--- src/rtl/fp32_mul_round_pack.sv ---
// -----------------------------------------------------------------------------
// fp32_mul_round_pack
//   Back end of the FP32 multiplier. Takes the 24x24 significand product
//   (hidden bits included) plus operand sign/exponent/class information,
//   normalises, rounds to nearest-even, handles specials and flush-to-zero,
//   and packs the IEEE-754 single result. Two-stage elastic pipeline.
//
// Ports
//   clk, rst_n           clock, asynchronous active-low reset
//   in_valid / in_ready  upstream handshake
//   sign_a, sign_b       operand signs
//   exp_a, exp_b         biased operand exponents
//   man_nz_a, man_nz_b   operand fraction field non-zero (NaN vs inf)
//   prod[47:0]           unsigned product {1,frac_a} x {1,frac_b}
//   out_valid/out_ready  downstream handshake
//   result[31:0]         packed FP32 result
//   flags[3:0]           {invalid, overflow, underflow, inexact}
// -----------------------------------------------------------------------------
module fp32_mul_round_pack #(
  parameter int          BIAS = 127,
  parameter logic [31:0] QNAN = 32'h7FC00000
) (
  input  logic        clk,
  input  logic        rst_n,
  input  logic        in_valid,
  output logic        in_ready,
  input  logic        sign_a,
  input  logic        sign_b,
  input  logic [7:0]  exp_a,
  input  logic [7:0]  exp_b,
  input  logic        man_nz_a,
  input  logic        man_nz_b,
  input  logic [47:0] prod,
  output logic        out_valid,
  input  logic        out_ready,
  output logic [31:0] result,
  output logic [3:0]  flags
);

  // ---------------------------------------------------------------------------
  // Handshake control
  // ---------------------------------------------------------------------------
  logic r_s1_valid;
  logic r_s2_valid;
  logic w_adv1;   // stage 2 can take a new entry this cycle

  assign w_adv1    = ~r_s2_valid | out_ready;
  assign in_ready  = ~r_s1_valid | w_adv1;
  assign out_valid = r_s2_valid;

  // ---------------------------------------------------------------------------
  // Stage 1: exponent sum, normalisation, operand classification
  // ---------------------------------------------------------------------------
  logic signed [9:0] w_e_sum;
  logic signed [9:0] w_e1;
  logic [22:0]       w_mant1;
  logic              w_g1;
  logic              w_s1;
  logic              w_nan_a, w_nan_b, w_inf_a, w_inf_b, w_zero_a, w_zero_b;

  // 10-bit signed covers the full range -127 .. 384 after normalise/round.
  assign w_e_sum = $signed({2'b00, exp_a} + {2'b00, exp_b} - 10'(BIAS));
  assign w_e1    = w_e_sum + $signed({9'd0, prod[47]});

  // Product is in [1,4): bit 47 set means the binary point moves one place.
  assign w_mant1 = prod[47] ? prod[46:24] : prod[45:23];
  assign w_g1    = prod[47] ? prod[23]    : prod[22];
  assign w_s1    = prod[47] ? (|prod[22:0]) : (|prod[21:0]);

  assign w_nan_a  = (exp_a == 8'hFF) &  man_nz_a;
  assign w_nan_b  = (exp_b == 8'hFF) &  man_nz_b;
  assign w_inf_a  = (exp_a == 8'hFF) & ~man_nz_a;
  assign w_inf_b  = (exp_b == 8'hFF) & ~man_nz_b;
  // Denormal inputs are treated as zero.
  assign w_zero_a = (exp_a == 8'h00);
  assign w_zero_b = (exp_b == 8'h00);

  logic signed [9:0] r_s1_e;
  logic [22:0]       r_s1_mant;
  logic              r_s1_g, r_s1_s, r_s1_sign;
  logic              r_s1_nan, r_s1_inf, r_s1_zero;

  // NOTE: sequential state uses non-blocking (<=) so every register samples
  // the pre-edge values of its neighbours regardless of statement order.
  always_ff @(posedge clk or negedge rst_n) begin
    if (!rst_n) begin
      r_s1_valid <= 1'b0;
    end else if (in_ready) begin
      r_s1_valid <= in_valid;
    end
  end

  // NOTE: the stage payload is deliberately left out of reset; it is only
  // ever observed when its valid bit is set, which is reset.
  always_ff @(posedge clk) begin
    if (in_valid && in_ready) begin
      r_s1_e    <= w_e1;
      r_s1_mant <= w_mant1;
      r_s1_g    <= w_g1;
      r_s1_s    <= w_s1;
      r_s1_sign <= sign_a ^ sign_b;
      r_s1_nan  <= w_nan_a | w_nan_b;
      r_s1_inf  <= w_inf_a | w_inf_b;
      r_s1_zero <= w_zero_a | w_zero_b;
    end
  end

  // ---------------------------------------------------------------------------
  // Stage 2: round to nearest-even, special-case priority, pack
  // ---------------------------------------------------------------------------
  logic              w_rnd_up;
  logic [23:0]       w_mant_inc;
  logic signed [9:0] w_e_r;
  logic [31:0]       w_result;
  logic [3:0]        w_flags;

  assign w_rnd_up   = r_s1_g & (r_s1_s | r_s1_mant[0]);
  // Carry out of the 23-bit fraction leaves it at zero and bumps the exponent.
  assign w_mant_inc = {1'b0, r_s1_mant} + {23'd0, w_rnd_up};
  assign w_e_r      = r_s1_e + $signed({9'd0, w_mant_inc[23]});

  // NOTE: every output of this block gets a default first, so no path
  // through the priority chain can infer a latch.
  always_comb begin
    w_result = {r_s1_sign, w_e_r[7:0], w_mant_inc[22:0]};
    w_flags  = {3'b000, r_s1_g | r_s1_s};
    if (r_s1_nan || (r_s1_inf && r_s1_zero)) begin
      w_result = QNAN;
      w_flags  = 4'b1000;
    end else if (r_s1_inf) begin
      w_result = {r_s1_sign, 8'hFF, 23'd0};
      w_flags  = 4'b0000;
    end else if (r_s1_zero) begin
      w_result = {r_s1_sign, 31'd0};
      w_flags  = 4'b0000;
    end else if (w_e_r >= 10'sd255) begin
      w_result = {r_s1_sign, 8'hFF, 23'd0};
      w_flags  = 4'b0101;
    end else if (w_e_r <= 10'sd0) begin
      w_result = {r_s1_sign, 31'd0};
      w_flags  = 4'b0011;
    end
  end

  logic [31:0] r_result;
  logic [3:0]  r_flags;

  always_ff @(posedge clk or negedge rst_n) begin
    if (!rst_n) begin
      r_s2_valid <= 1'b0;
      r_result   <= 32'd0;
      r_flags    <= 4'd0;
    end else if (w_adv1) begin
      r_s2_valid <= r_s1_valid;
      if (r_s1_valid) begin
        r_result <= w_result;
        r_flags  <= w_flags;
      end
    end
  end

  assign result = r_result;
  assign flags  = r_flags;

endmodule

--- config.mk ---
export PLATFORM = sky130hd
export DESIGN_NAME = fp32_mul_round_pack
export DESIGN_NICKNAME = d
export VERILOG_FILES = /design/src/rtl/fp32_mul_round_pack.sv
export SDC_FILE = /design/constraint.sdc
export NUM_CORES = 1
export LEC_CHECK = 0
export ABC_AREA = 1
export BUFFER_PORTS_ARGS = -buffer_cell sky130_fd_sc_hd__clkbuf_2
export CAP_MARGIN = 20
export CORE_MARGIN = 5
export CORE_UTILIZATION = 58
export DETAILED_ROUTE_END_ITERATION = 10
export PLACE_DENSITY = 0.95
export SYNTH_ARGS = -nofsm -noshare
export SYNTH_HDL_FRONTEND = slang
export SYNTH_SLANG_ARGS = --single-unit
export TNS_END_PERCENT = 100
--- constraint.sdc ---
create_clock -name clk -period 5.67 [get_ports clk]
set_input_delay 0.8505 -clock clk [delete_from_list [all_inputs] [get_ports clk]]
set_output_delay 0.8505 -clock clk [all_outputs]
set_load 0.03 [all_outputs]
==> results of run 1 <==
==> critical path: stages, from the launching register on <==
cell	delay (ps)
edfxtp_1	370
o21a_1	150
ha_1	190
nand3_1	160
nor3_2	240
nand2_1	80
inv_1	80
nand2_1	80
nor2_2	170
nand2_1	110
nor3_1	200
ha_1	260
ha_1	280
or2_2	300
nor2_1	100
nand3_1	80
nor2_2	120
nand3_2	160
nand2_4	140
nor2_4	40
nand2_4	180
inv_1	100
nand2_1	70
nand2_1	50
==> worst paths after layout <==
kind / start / endpoint / slack [ps] / cells after the start
min in group asynchronous: rst_n / result[28]$_DFFE_PN0P_ / 610 / 1
max in group asynchronous: rst_n / result[2]$_DFFE_PN0P_ / 4490 / 1
worst max-delay path: r_s1_s$_DFFE_PP_ / result[0]$_DFFE_PN0P_ / 1840 / 23
worst min register to register: r_s1_sign$_DFFE_PP_ / result[31]$_DFFE_PN0P_ / 470 / 1
worst min-delay path: r_s1_sign$_DFFE_PP_ / result[31]$_DFFE_PN0P_ / 470 / 1
worst max register to register: r_s1_s$_DFFE_PP_ / result[0]$_DFFE_PN0P_ / 1840 / 23
==> metrics by stage <==
stage	cell area (µm²)	cells	utilization (%)	hold WS, ps
floorplan	4570	557	-	443
global placement	5190	759	67.6	445
detailed placement	5190	759	67.6	455
CTS	5400	775	70.3	476
global route	5400	775	70.3	482
finish	5400	775	70.3	472
==> synth_stat cells <==
library cell  instances
a21oi_1              15
a22o_1                1
a31oi_1               1
buf_6                 1
buf_8                 1
clkbuf_1              8
clkinv_4              1
dfrtp_1              38
edfxtp_1             39
fa_1                  1
ha_1                 20
inv_1                58
inv_2                 2
nand2_1             186
nand2_2               4
nand2_4               2
nand3_1              30
nand3_2               1
nand3b_1              1
nand4_1              16
nand4_2               1
nor2_1               43
nor2_2                2
nor2_4                2
nor3_1                9
nor3_2                1
nor3b_1               1
nor4_1                9
o211ai_1              1
o21a_1                2
o21ai_0              18
o21ai_1               2
o21ai_2              11
o21bai_1              1
o22ai_1               2
o41ai_1               1
or2_2                 4
xnor2_1               5
xor2_1               16
==> registers in the layout, summed over array words and instances (netlist names) <==
register	flops
r_s1_s	1
flags	4
r_s1_sign	1
r_s1_zero	1
r_s1_mant	23
r_s1_nan	1
result	32
r_s1_g	1
r_s1_valid	1
r_s1_e	10
out_valid	1
r_s1_inf	1
==> final cells by class <==
class	count	share of cell area, %
Sequential cell	77	39.3
Timing Repair Buffer	110	10.2
Clock inverter	5	1.04
Inverter	61	4.33
Clock buffer	11	2.82
Multi-Input combinational cell	409	39.9
Tap cell	102	2.36
==> per-layer routing <==
layer / global-route usage (%) / part of all wire [%] / vias up / routed length, µm
li1: - / - / 2062 / -
met1: 30.0 / 42 / 1857 / 4570
met2: 37.2 / 48 / 185 / 5190
met3: 4.60 / 7.5 / 28 / 814
met4: 10.1 / 2.5 / 0 / 270
met5: 0 / 0 / - / 0
==> report_power, final <==
part	internal (mW)	total [mW]	switching [mW]
logic	0.119	0.374	0.255
clock network	0.230	0.427	0.196
registers	0.664	0.715	0.0510
total	1.01	1.52	0.503
==> cells in the final DEF (no fill, tap or decap), drive strengths merged <==
cell    instances
nor3           10
o21ai          31
o22ai           2
o211ai          1
o41ai           1
xor2           16
nor3b           1
nand3          31
nor2           47
nor4            9
buf             1
fa              1
a21oi          15
o21bai          1
nand2         192
bufinv          1
nand3b          1
or2             4
clkinv          3
edfxtp         39
ha             20
a22o            1
a31oi           1
nand4          17
clkbuf        120
xnor2           5
o21a            2
dfrtp          38
inv            62
==> logic make-up (layout without fill, tap and decap cells) <==
family	count (synthesis)	after routing	share of synthesized area, %
AOI/OAI and AO/OA	55	55	7.39
xor gates and xnor gates	21	21	4.02
adders and majority gates	21	21	5.91
buffers and inverters	71	187	6.35
DFF	77	77	46.4
and+or+nand+nor	312	312	29.9
==> run_results.csv, run 1 <==
group,metric,value,unit
route,viasPerCell,5.33,
route,drc,0,
sta,drv_slew,0,
cells_and_area,drive_above_1_share,23.2,%
global_route,grt_pass1_vias,4036,
clock_network,ctsHtreeMaxLevel,3,
route,vias,4132,
min_path,min_path_type,"reg2reg",
route,drtIter0Drc,314,
synth,synthTopCellsByArea,"edfxtp_1, dfrtp_1, nand2_1",
die,rows,32,
setup_path,cp.required,5910,ps
placement,gp_congestion,0.941,
sta,rsz0062_at_grt,"false",
sta,min_period_over_period,67.6,%
route,routed_wl,10.8,mm
sta,slew_headroom,39.5,%
power,finalPower,1.52,mW
sta,finalClockSkew,12.2,ps
power,p_per_area,281,mW/mm²
die,coreArea,0.00769,mm²
setup_path,cp.arrival,4080,ps
clock_network,cts_root_buf,"clkbuf_8",
setup_path,worstPathMaxFanout,17,
sta,fmax,261,MHz
sta,setup-tns-final,0,ps
cells_and_area,multi_input_area,0.00216,mm²
cells_and_area,seqCellArea,0.00212,mm²
synth,ys_seq_area_share,46.4,%
synth,netlist_instances,557,
cells_and_area,fill_cells,607,
clock_network,ctsResizeCount,0,
global_route,grt.overflow.total,0,
die,fp.dieH,98.8,µm
clock_network,cts_buffer_depth,2,
power,cellLeakagePower,2.73,nW
global_route,gr-usage-all-layers,23.0,%
cells_and_area,syn2layout_area_growth,18.2,%
synth,synth_area_leader_cell,"edfxtp_1",
synth,synth_top_area_share,25.6,%
global_route,antenna_found_initial,0,
die,design.die.area,0.00976,mm²
route,drtAntennaViolNets,0,
synth,netlist_area,0.00457,mm²
synth,yosysUniqueCellTypes,39,
sta,worst_slew_pin_slew,907,ps
power,ir_worst_vdd,0.149,mV
global_route,grt_max_degree,40,
die,io-pin-count,110,
flow_run,maxCapViolations,0,
sta,post-route-min-period,3830,ps
clock_network,postCtsSetupRepairBufs,0,
placement,place_ws,1710,ps
route,wl_per_cell,14.0,µm
synth,yosysWarningCount,0,
setup_path,cp-end-kind,"register",
die,start_util,59.5,%
global_route,grt_first_pass_wirelength,18.2,mm
placement,place_hpwl,8.60,mm
die,die_x,98.8,µm
clock_network,cts.sinks,77,
sta,hold_viol_final,0,
placement,port_buffers,109,
cells_and_area,diodes,0,
setup_path,crit_path_start_kind,"register",
route,dr.pass1.iters,7,
synth,synth_nets,650,
sta,setup_viol,0,
run_status,outcome,"completed",
clock_network,ctsHoldBuffers,0,
clock_network,clkLatencyLatePin,360,ps
clock_network,cts_tree,"yes",
setup_path,crit_type,"reg2reg",
clock_network,clkTransAtPathRegs,70,ps
sta,setup_slack,1840,ps
synth,avgSynthCellArea,8.21,µm²
synth,synth-seq-cells,77,
cells_and_area,layout.nets,761,
clock_network,cts_buffers,9,
Note: power is estimated with default switching activity, not from simulation.
==> inputs of run 2 (changes only) <==
--- a/config.mk
+++ b/config.mk
@@ -9,9 +9,9 @@
 export BUFFER_PORTS_ARGS = -buffer_cell sky130_fd_sc_hd__clkbuf_2
 export CAP_MARGIN = 20
 export CORE_MARGIN = 5
-export CORE_UTILIZATION = 58
+export CORE_UTILIZATION = 54
 export DETAILED_ROUTE_END_ITERATION = 10
-export PLACE_DENSITY = 0.95
+export PLACE_DENSITY = 0.91
 export SYNTH_ARGS = -nofsm -noshare
 export SYNTH_HDL_FRONTEND = slang
 export SYNTH_SLANG_ARGS = --single-unit
==> constraint.sdc (replaced) <==
create_clock -name clk -period 4 [get_ports clk]
set_input_delay 0.6 -clock clk [delete_from_list [all_inputs] [get_ports clk]]
set_output_delay 0.6 -clock clk [all_outputs]
set_load 0.03 [all_outputs]
==> run 2 against run 1 <==
  * First-iteration DRC count fell by 45%
  * Routed wire length fell by 2.0%
  * Power rose by 39%
  * Maximum frequency rose by 4.4%
==> run_results.csv, run 2 (synthesized netlist as in run 1, its figures left out) <==
group,metric,value,unit
clock_network,cts_root_buf,"clkbuf_8",
sta,post-route-min-period,3670,ps
route,drtIter0Drc,173,
setup_path,cp.arrival,3910,ps
setup_path,cp_num_buf_inv,2,
flow_run,maxCapViolations,0,
global_route,grt_pass1_vias,3985,
die,start_util,55.6,%
setup_path,cpPeakStageDelay,360,ps
sta,hold_viol_final,0,
cells_and_area,final_cell_mix,"nand2_1, clkbuf_2, inv_1",
route,vias,4097,
sta,fmax,272,MHz
sta,drv_slew,0,
setup_path,reg2reg_depth,23,
setup_path,cp_common_cell,"nand2_1",
clock_network,cts.sinks,77,
placement,port_buffers,109,
setup_path,crit_type,"reg2reg",
placement,place_hpwl,8.55,mm
global_route,grt.overflow.total,0,
run_status,outcome,"completed",
setup_path,crit_path_start_kind,"register",
sta,min_period_over_period,91.8,%
clock_network,ctsHtreeMaxLevel,3,
route,drc,0,
clock_network,ctsHoldBuffers,0,
die,rows,33,
die,die_x,102,µm
cells_and_area,mostFrequentLayoutCell,"nand2_1",
global_route,antenna_found_initial,0,
route,wl_per_cell,13.6,µm
setup_path,path_cells,"o21a_1 -> ha_1 -> nand3_2 -> nor3_4 -> nand2_1 -> inv_1 -> nand2_1 -> nor2_4 -> nand2_1 -> nor3_1 -> ha_2 -> ha_1 -> or2_2 -> nor2_1 -> nand3_1 -> nor2_2 -> nand3_2 -> nand2_4 -> nor2_4 -> nand2_8 -> inv_1 -> nand2_1 -> nand2_1",
cells_and_area,layout.nets,763,
cells_and_area,syn2layout_area_growth,18.8,%
die,design.die.area,0.0104,mm²
min_path,min_path_type,"in2async",
sta,worst_slew_pin_slew,920,ps
setup_path,crit_family,"simple AND/OR/NAND/NOR gates",
setup_path,cp.depth,23,
placement,gp_congestion,0.920,
sta,setup-tns-final,0,ps
sta,setup_viol,0,
setup_path,cp-end-kind,"register",
route,drtAntennaViolNets,0,
cells_and_area,fill_cells,701,
power,cellLeakagePower,2.72,nW
route,viasPerCell,5.25,
sta,slew_headroom,38.7,%
cells_and_area,fin_cells,780,
sta,finalClockSkew,11.1,ps
setup_path,cpMaxStageDelayCell,"edfxtp_1",
setup_path,worstPathMaxFanout,17,
clock_network,postCtsSetupRepairBufs,0,
route,routed_wl,10.6,mm
clock_network,cts_buffer_depth,2,
sta,rsz0062_at_grt,"false",
clock_network,clkTransAtPathRegs,80,ps
global_route,grt_first_pass_wirelength,17.7,mm
cells_and_area,drive_above_1_share,23.9,%
power,p_per_area,387,mW/mm²
cells_and_area,diodes,0,
setup_path,cp.required,4240,ps
global_route,gr-usage-all-layers,21.5,%
global_route,grt_max_degree,40,
route,dr.pass1.iters,5,
power,finalPower,2.10,mW
cells_and_area,largest_reg_flops,32,
die,io-pin-count,110,
clock_network,cts_buffers,9,
clock_network,cts_tree,"yes",
die,coreArea,0.00822,mm²
power,ir_worst_vdd,0.155,mV
die,fp.dieH,102,µm
placement,placed_cells,764,
clock_network,clkLatencyLatePin,350,ps
==> run 2: cell count changes in the layout (fill, tap and decap cells not counted), sizes merged <==
cell	before	now
clkinv	3	6
buf	1	3
clkbuf	120	118
inv	62	60
clkinvlp	0	1
==> run 2: final cells by class <==
class / count / area, µm² / share of cell area [%]
clock buffer: 9 / 124 / 2.28
clock inverter: 7 / 66.3 / 1.22
inverter: 61 / 234 / 4.31
multi-input combinational: 409 / 2190 / 40.2
sequential: 77 / 2120 / 39.1
tap: 105 / 131 / 2.42
timing repair buffer: 112 / 568 / 10.5
==> run 2: layer usage <==
layer	global-route usage [%]	routed length [µm]
met1	28.9	4620
met2	34.3	4930
met3	4.10	845
met4	8.68	225
met5	0	0
==> run 2: what timing repair did <==
action,CTS,global route
setup endpoints to repair,0,8
endpoints found under the hold margin,0,0
gates resized for setup,0,5
==> run 2: power by group <==
part	switching (mW)	leakage [nW]	total, mW	internal, mW
logic	0.359	1.76	0.531	0.172
registers	0.0733	0.862	1.01	0.942
clock network	0.273	0.0987	0.558	0.284
==> run 2: worst paths after layout <==
kind,startpoint,end,slack [ps]
setup reg to reg,r_s1_s$_DFFE_PP_,result[1]$_DFFE_PN0P_,330
max in group asynchronous,rst_n,result[17]$_DFFE_PN0P_,3050
hold reg to reg,r_s1_sign$_DFFE_PP_,result[31]$_DFFE_PN0P_,480
hold / removal,rst_n,result[27]$_DFFE_PN0P_,370
min in group clk,r_s1_sign$_DFFE_PP_,result[31]$_DFFE_PN0P_,480
setup / recovery,r_s1_s$_DFFE_PP_,result[1]$_DFFE_PN0P_,330
==> run 2: metrics by stage <==
stage	cell area (µm²)	util (%)	setup WS [ps]	hold WS (ps)
detailed placement	5210	63.5	222	451
finish	5430	66.1	327	374
global placement	5210	63.5	388	445
global route	5430	66.1	8.69	451
CTS	5400	65.8	190	389
floorplan	4570	-	765	304
==> inputs of run 3 (changes only) <==
==> constraint.sdc (replaced) <==
create_clock -name clk -period 3.5 [get_ports clk]
set_input_delay 0.525 -clock clk [delete_from_list [all_inputs] [get_ports clk]]
set_output_delay 0.525 -clock clk [all_outputs]
set_load 0.03 [all_outputs]
==> run 3 against run 2 <==
  * Sequential cell count did not move
  * Setup slack got worse by 120 ps
  * Combinational power rose by 20%
  * Power rose by 19%
==> run_results.csv, run 3 (synthesized netlist as in run 1, its figures left out) <==
group,metric,value,unit
sta,setup-tns-final,0,ps
die,fp.dieH,102,µm
setup_path,crit_path_start_kind,"register",
route,dr.pass1.iters,5,
cells_and_area,final_cell_mix,"nand2_1, clkbuf_2, inv_1",
placement,dpl_cell_area,0.00524,mm²
setup_path,cp.arrival,3570,ps
route,vias,4177,
power,cellLeakagePower,2.87,nW
die,coreArea,0.00822,mm²
power,p_per_area,440,mW/mm²
sta,drv_slew,0,
clock_network,clkTransAtPathRegs,80,ps
route,routed_wl,10.9,mm
sta,slew_headroom,39.8,%
placement,place_hpwl,8.56,mm
cells_and_area,layout.nets,785,
sta,post-route-min-period,3290,ps
setup_path,cp-end-kind,"register",
clock_network,cts_buffer_depth,2,
route,drc,0,
die,die_x,102,µm
clock_network,cts_root_buf,"clkbuf_8",
setup_path,cpMaxStageDelayCell,"edfxtp_1",
cells_and_area,fill_cells,678,
cells_and_area,largest_reg_flops,32,
cells_and_area,seqCellArea,0.00212,mm²
flow_run,maxCapViolations,0,
route,drtAntennaViolNets,0,
sta,rsz0062_at_grt,"true",
setup_path,worstPathMaxFanout,7,
die,start_util,55.6,%
placement,port_buffers,109,
route,viasPerCell,5.21,
global_route,gr-usage-all-layers,21.6,%
cells_and_area,drive_above_1_share,27.7,%
min_path,min_path_type,"in2async",
sta,min_period_over_period,94.0,%
cells_and_area,multi_input_area,0.00227,mm²
placement,gp_congestion,0.995,
route,drtIter0Drc,222,
cells_and_area,syn2layout_area_growth,24.7,%
global_route,grt_pass1_vias,4028,
setup_path,path_cells,"o21a_1 -> ha_4 -> nand3_4 -> nor3_4 -> nand2_1 -> inv_2 -> nand2_4 -> nor2_4 -> nand2_2 -> nor3_2 -> ha_2 -> buf_4 -> buf_4 -> inv_1 -> nor2_4 -> nand4_4 -> o21ai_2 -> nand2_2 -> clkinv_4 -> nand2_4 -> nor2_4 -> nand2_8 -> buf_4 -> o21ai_2",
setup_path,crit_type,"reg2reg",
power,ir_worst_vdd,0.251,mV
run_status,outcome,"completed",
cells_and_area,mostFrequentLayoutCell,"nand2_1",
die,io-pin-count,110,
cells_and_area,fin_util,69.4,%
cells_and_area,fin_area,0.00570,mm²
sta,hold_viol_final,0,
global_route,grt.overflow.total,0,
clock_network,cts_tree,"yes",
global_route,grt_max_degree,40,
sta,finalClockSkew,6.78,ps
clock_network,ctsHtreeMaxLevel,3,
sta,setup_viol,0,
route,wl_per_cell,13.6,µm
setup_path,cpPeakStageDelay,350,ps
global_route,antenna_found_initial,0,
die,design.die.area,0.0104,mm²
sta,fmax,304,MHz
die,rows,33,
clock_network,clkLatencyLatePin,340,ps
global_route,grt_first_pass_wirelength,17.9,mm
clock_network,cts.sinks,77,
cells_and_area,diodes,0,
clock_network,ctsHoldBuffers,0,
setup_path,cp.required,3780,ps
clock_network,cts_buffers,9,
sta,worst_slew_pin_slew,902,ps
-- run 3: per-layer routing --
layer	wire (µm)	track usage, %
met5	0	0
met4	106	6.16
met3	797	3.75
met2	5110	34.5
met1	4890	30.4
-- run 3: critical path, delay by kind of cell (launching register included) --
kind / cells / cell delay (ps)
buffers and inverters: 6 / 580
and+or+nand+nor: 13 / 1480
DFF: 1 / 350
adders and majority gates: 2 / 380
AOI/OAI and AO/OA: 3 / 440
-- run 3: per-stage QoR --
| step | total power [mW] | setup slack (ps) | instances | hold WS [ps] |
|---|---|---|---|---|
| after floorplan | 1.57 | 265 | 557 | 229 |
| after global placement | 1.76 | 187 | 768 | 447 |
| after detailed placement | 1.78 | 23.3 | 768 | 471 |
| after CTS | 2.49 | 9.62 | 784 | 327 |
| after global routing | 2.66 | -86.8 | 802 | 376 |
| final | 2.51 | 208 | 802 | 304 |
-- run 3: repair_timing --
item                       in CTS  in global routing
buffers inserted                0                 17
setup endpoints to repair       0                 34
resized for setup               0                 23
-- run 3: cell type report --
cell class	count	share of cell area (%)
Tap cell	105	2.30
Clock inverter	7	1.58
Sequential cell	77	37.2
Timing Repair Buffer	133	12.9
Inverter	61	4.10
Clock buffer	9	2.17
Multi-Input combinational cell	410	39.7
-- run 3: worst paths after layout --
kind	start	end	slack, ps	cells past startpoint
hold / removal	rst_n	result[24]$_DFFE_PN0P_	300	1
min in group clk	in_valid	r_s1_valid$_DFFE_PN0N_	420	3
setup reg to reg	r_s1_mant[0]$_DFFE_PP_	result[12]$_DFFE_PN0P_	210	24
max in group asynchronous	rst_n	result[5]$_DFFE_PN0P_	2640	1
hold reg to reg	result[11]$_DFFE_PN0P_	result[11]$_DFFE_PN0P_	490	2
setup / recovery	r_s1_mant[0]$_DFFE_PP_	result[12]$_DFFE_PN0P_	210	24
-- run 3: power by group --
part / switching [mW] / leakage, nW / internal, mW
registers: 0.0849 / 0.862 / 1.08
clock network: 0.312 / 0.107 / 0.397
logic: 0.424 / 1.90 / 0.213
